<file path="config.mk">
export PLATFORM = sky130hd
export DESIGN_NAME = sprite_row_fetcher
export DESIGN_NICKNAME = d
export VERILOG_FILES = /design/src/rtl/sprite_row_fetcher.sv
export SDC_FILE = /design/constraint.sdc
export NUM_CORES = 1
export LEC_CHECK = 0
export ABC_CLOCK_PERIOD_IN_PS = 3800
export CORE_ASPECT_RATIO = 0.5
export CORE_MARGIN = 8
export CORE_UTILIZATION = 61
export CTS_CLUSTER_DIAMETER = 60
export DETAILED_ROUTE_END_ITERATION = 8
export GPL_TIMING_DRIVEN = 0
export PLACE_DENSITY = 0.8
export SLEW_MARGIN = 20
export SYNTH_ARGS = -nofsm -noshare
export SYNTH_HDL_FRONTEND = slang
export SYNTH_SLANG_ARGS = --single-unit
</file>
<file path="constraint.sdc">
create_clock -name Clk -period 3.8 [get_ports Clk]
set_input_delay 1.14 -clock Clk [delete_from_list [all_inputs] [get_ports Clk]]
set_output_delay 1.14 -clock Clk [all_outputs]
set_load 0.01 [all_outputs]
</file>
<file path="src/rtl/sprite_row_fetcher.sv">
// Fetches one 21-pixel row of a palette sprite ROM per video line and replays it per DrawX.
// Define SPRITE_FLIP_EN to honor the flip input (horizontal mirror); otherwise flip is ignored.
//
// state | meaning
// IDLE  | no fetch in progress; rom_addr held at 0
// FETCH | streaming base+col from the ROM into the line buffer, one pixel per cycle
module sprite_row_fetcher #(
  parameter int          SPR_W  = 21,
  parameter int          SPR_H  = 21,
  parameter int          ADDR_W = 9,
  parameter logic [23:0] TRANSP = 24'h800080
) (
  input  logic              Clk,
  input  logic              Reset_n,
  input  logic              line_start,
  input  logic [9:0]        next_y,
  input  logic [9:0]        sprite_x,
  input  logic [9:0]        sprite_y,
  input  logic              flip,
  output logic [ADDR_W-1:0] rom_addr,
  input  logic [23:0]       rom_color,
  input  logic [9:0]        DrawX,
  output logic              fetch_busy,
  output logic              pix_valid,
  output logic [23:0]       pix_color
);

  localparam int COL_W = $clog2(SPR_W);

  typedef enum logic {IDLE, FETCH} state_t;

  state_t            state_q, state_d;
  logic [ADDR_W-1:0] base_q, base_d;
  logic [COL_W-1:0]  col_q, col_d;
  logic              line_hit_q, line_hit_d;
  logic [9:0]        sprite_x_q, sprite_x_d;
  logic              pix_valid_q, pix_valid_d;
  logic [23:0]       pix_color_q, pix_color_d;

  logic [23:0]       buf_q    [0:SPR_W-1];
  logic              opaque_q [0:SPR_W-1];

  logic              wr_en;
  logic [COL_W-1:0]  wr_idx;
  logic [10:0]       row;
  logic              row_in;
  logic [10:0]       dx;
  logic              dx_in;
  logic [COL_W-1:0]  dx_idx;

`ifdef SPRITE_FLIP_EN
  logic flip_q, flip_d;
`else
  logic unused_flip;
  assign unused_flip = flip;
`endif

  // Row/column offsets are 11-bit signed so that off-screen or wrapped positions never alias into range
  assign row    = {1'b0, next_y} - {1'b0, sprite_y};
  assign row_in = !row[10] && (row < 11'(SPR_H));
  assign dx     = {1'b0, DrawX} - {1'b0, sprite_x_q};
  assign dx_in  = !dx[10] && (dx < 11'(SPR_W));
  assign dx_idx = dx_in ? dx[COL_W-1:0] : '0;

  always_comb begin
    state_d    = state_q;
    base_d     = base_q;
    col_d      = col_q;
    line_hit_d = line_hit_q;
    sprite_x_d = sprite_x_q;
    wr_en      = 1'b0;
`ifdef SPRITE_FLIP_EN
    flip_d     = flip_q;
    wr_idx     = flip_q ? (COL_W'(SPR_W - 1) - col_q) : col_q;
`else
    wr_idx     = col_q;
`endif

    if (line_start) begin
      // A new request always wins, even on the last fetch cycle, so a partial row is never marked valid
      sprite_x_d = sprite_x;
      line_hit_d = 1'b0;
      col_d      = '0;
      if (row_in) begin
        state_d = FETCH;
        base_d  = ADDR_W'(row) * ADDR_W'(SPR_W);
`ifdef SPRITE_FLIP_EN
        flip_d  = flip;
`endif
      end else begin
        state_d = IDLE;
      end
    end else if (state_q == FETCH) begin
      wr_en = 1'b1;
      col_d = col_q + COL_W'(1);
      if (col_q == COL_W'(SPR_W - 1)) begin
        line_hit_d = 1'b1;
        col_d      = '0;
        state_d    = IDLE;
      end
    end
  end

  always_comb begin
    pix_valid_d = line_hit_q && dx_in && opaque_q[dx_idx];
    pix_color_d = pix_valid_d ? buf_q[dx_idx] : 24'h0;
  end

  always_ff @(posedge Clk or negedge Reset_n) begin
    if (!Reset_n) begin
      state_q     <= IDLE;
      base_q      <= '0;
      col_q       <= '0;
      line_hit_q  <= 1'b0;
      sprite_x_q  <= '0;
      pix_valid_q <= 1'b0;
      pix_color_q <= '0;
`ifdef SPRITE_FLIP_EN
      flip_q      <= 1'b0;
`endif
    end else begin
      state_q     <= state_d;
      base_q      <= base_d;
      col_q       <= col_d;
      line_hit_q  <= line_hit_d;
      sprite_x_q  <= sprite_x_d;
      pix_valid_q <= pix_valid_d;
      pix_color_q <= pix_color_d;
`ifdef SPRITE_FLIP_EN
      flip_q      <= flip_d;
`endif
    end
  end

  // Buffer contents need no reset; they are masked by line_hit until a full row has landed
  always_ff @(posedge Clk) begin
    if (wr_en) begin
      buf_q[wr_idx]    <= rom_color;
      opaque_q[wr_idx] <= (rom_color != TRANSP);
    end
  end

  assign rom_addr   = (state_q == FETCH) ? (base_q + ADDR_W'(col_q)) : '0;
  assign fetch_busy = (state_q == FETCH);
  assign pix_valid  = pix_valid_q;
  assign pix_color  = pix_color_q;

endmodule
</file>
==> run summary <==
CTS sink count -> 576
WS Path Type -> input port to flip-flop
Cell repeated most along the worst path -> ha_4
GRT met1 Usage -> 37.0%
WP data arrival -> 4770 ps
Post-Syn Area per Cell -> 15.7 µm²
Num CTS Buffers -> 50
First-pass GRT wire length -> 103000 µm
DRC Markers -> 0
Final hold vios -> 0
Overall die height -> 158 µm
CTS tree -> built
Core area -> 40000 µm²
CP Max Fanout -> 2
Seq/Total Area, Yosys -> 69.5%
Leak pwr -> 10.3 nW
Clock Path Buffers -> 3
Worst Slack Setup Final -> -498 ps
# setup viols final -> 14
Relative slew slack -> 19.6%
Main flop type after synthesis -> edfxtp_1
Outcome -> finished with violations
GR Util met3 -> 10.9%
Pwr dens -> 498 nW/µm²
Worst Skew -> 20.8 ps
Chip Width -> 300 µm
H-tree lvl count -> 2
Post-DP HPWL -> 44800 µm
Met2 Usage GRT -> 48.1%
Overflow after GRT -> 0
Row count -> 52
Overall Global Routing Usage -> 29.6%
DR WL/cell -> 30.6 µm
I/O pins -> 103
Worst slew pin tran -> 1200 ps
Placed instance count -> 2225
RSZ-0062 raised after global routing -> yes
Hold Path Class -> flip-flop to flip-flop
Initial Util -> 61.3%
Crit-path cells -> buf_6 > inv_12 > ha_4 > inv_2 > fa_2 > a21o_1 > a21oi_2 > xor2_1 > inv_1 > ha_4 > ha_4 > fa_1 > ha_4 > nand2_1 > o21ai_2 > xnor3_1 > xnor2_1 > a211oi_1 > a211o_1
Most Crowded Layer GR -> met2
Number of flops mapped to enable cells by yosys -> 525
Worst Setup End Kind -> flip-flop
Final GP Congestion -> 0.917
VDD IR max -> 0.324 mV
Nets -> 1902
DR vias -> 16027
Failing checks -> setup timing
Root Driver -> clkbuf_16
Skew-Pair Late Insertion Delay -> 610 ps
Initial antenna violation count -> 0
Min Tclk post-route -> 4300 ps
Clock-pin slew on the worst setup and hold paths -> 70 ps
Synth warn -> 0
Final antenna-violating net count -> 0
Total Neg Setup Slack -> -1710 ps
Most frequent cells in the layout -> edfxtp_1, a21oi_1, mux2i_1
Layout cell share with drive strength beyond 1 -> 24.6%
Die area -> 47300 µm²
Post-Syn Area -> 24500 µm²
Worst path slowest cell -> fa_1
Area Growth Syn to Fin -> 22.9%
Ant. Diodes -> 0
Largest net degree at the start of global routing -> 52
Seq cells post-synth -> 576
Syn Inst Count -> 1565
Leading cell type in the layout, fill and taps excluded -> edfxtp_1
I/O Buffers -> 100
Startpoint Class -> input port
Via density -> 6.77
Final-report max-slew violation count -> 0
Req. time, crit path -> 4270 ps
Number of global-route vias before repair -> 16366
Post-Route WL -> 72500 µm
First-pass iteration count of the detailed router -> 6
Async S/R FF share, synth -> 8.85%
Final period util -> 113%
Synth unique cells -> 69
DR iter-0 viols -> 2370
Largest stage delay on the critical path -> 490 ps
Synth Net Count -> 1681
Max Freq -> 233 MHz
Max Cap Violations -> 0
Layout Cells excl Fill -> 2368
==> layout make-up <==
cell class / instances / area [µm²]
Clock inverter: 34 / 303
Buffer: 97 / 604
Sequential cell: 576 / 17000
Fill cell: 2170 / 9880
Clock buffer: 60 / 1310
Tap cell: 540 / 676
Multi-Input combinational cell: 848 / 8080
Inverter: 42 / 178
Timing Repair Buffer: 171 / 1940
==> Yosys cell counts (13+ instances only) <==
| cell type | instances | area, µm² |
|---|---|---|
| nor3b_1 | 27 | 203 |
| nor2_1 | 85 | 319 |
| a41o_1 | 13 | 130 |
| o211ai_1 | 15 | 113 |
| o31ai_1 | 26 | 195 |
| o22ai_1 | 13 | 81.3 |
| dfrtp_1 | 51 | 1280 |
| edfxtp_1 | 525 | 15800 |
| buf_2 | 21 | 105 |
| a211oi_1 | 26 | 195 |
| nand2_1 | 62 | 233 |
| nand3_1 | 29 | 145 |
| a21o_1 | 20 | 150 |
| mux4_2 | 54 | 1220 |
| ha_1 | 42 | 526 |
| a21oi_1 | 101 | 505 |
| a2111oi_2 | 15 | 225 |
| o21ai_0 | 58 | 290 |
| buf_1 | 15 | 56.3 |
| xnor2_1 | 13 | 114 |
| o21a_1 | 30 | 225 |
| clkbuf_1 | 60 | 225 |
| mux2i_1 | 75 | 751 |
| and2_1 | 23 | 144 |
| inv_1 | 41 | 154 |
==> critical path, delay by kind of cell <==
| family | cells | cell delay [ps] |
|---|---|---|
| compound gates | 5 | 780 |
| xor+xnor | 3 | 720 |
| fa+ha+maj | 6 | 1740 |
| buf+inv | 4 | 320 |
| simple gates | 1 | 50 |
==> flip-flops by register name (all words and copies together) (netlist names) <==
name	cells
base_q	9
buf_q	504
col_q	5
fetch_busy	1
line_hit_q	1
opaque_q	21
pix_color	24
pix_valid	1
sprite_x_q	10
==> where the power goes <==
group	internal (mW)	switching, mW	total (mW)
sequential	6.92	0.0114	6.94
combinational	1.15	1.76	2.90
clock	2.81	2.36	5.18
==> routing by layer <==
| metal | wire length [µm] | vias to the layer above |
|---|---|---|
| met5 | 0 | - |
| li1 | - | 6602 |
| met3 | 9930 | 219 |
| met2 | 34000 | 1188 |
| met4 | 2540 | 0 |
| met1 | 26000 | 8018 |
==> logic make-up after synthesis <==
logic type | after synthesis | share of synthesized area [%]
fa+ha+maj | 48 | 2.63
flops | 576 | 69.5
simple gates | 267 | 5.45
xor+xnor | 24 | 0.913
mux | 132 | 8.16
buf+inv | 141 | 2.34
compound gates | 377 | 11.0
==> final timing paths <==
check,start,to,slack (ps),depth (start not counted)
worst min register to register,sprite_x_q[4]$_DFFE_PN0P_,sprite_x_q[4]$_DFFE_PN0P_,560,2
worst max-delay path,next_y[0],base_q[8]$_DFFE_PN0P_,-500,19
max in group asynchronous,Reset_n,col_q[1]$_DFFE_PN0P_,2670,1
min in group asynchronous,Reset_n,pix_color[4]$_DFF_PN0_,600,1
worst min-delay path,sprite_x_q[4]$_DFFE_PN0P_,sprite_x_q[4]$_DFFE_PN0P_,560,2
worst max register to register,sprite_x_q[0]$_DFFE_PN0P_,pix_color[1]$_DFF_PN0_,200,13
==> through the flow <==
step           util [%]  cell area [µm²]  setup slack, ps  power [mW]  hold slack [ps]
5_1_grt            75.3            30100             -568        15.4              583
2_1_floorplan         -            24600             -789        8.56              472
3_3_place_gp       65.6            26300            -1770        9.27              498
3_5_place_dp       67.2            26900            -1800        9.35              508
6_report           75.3            30100             -498        15.0              561
4_1_cts            74.1            29600             -586        14.7              526
==> what timing repair did <==
item	4_1_cts	5_1_grt
resized for setup	220	98
pin swaps	47	46
gates cloned	2	0
buffers inserted	35	14
endpoints found under the setup margin	40	38
hold buffers	0	0
(Power assumes the default switching activity.)
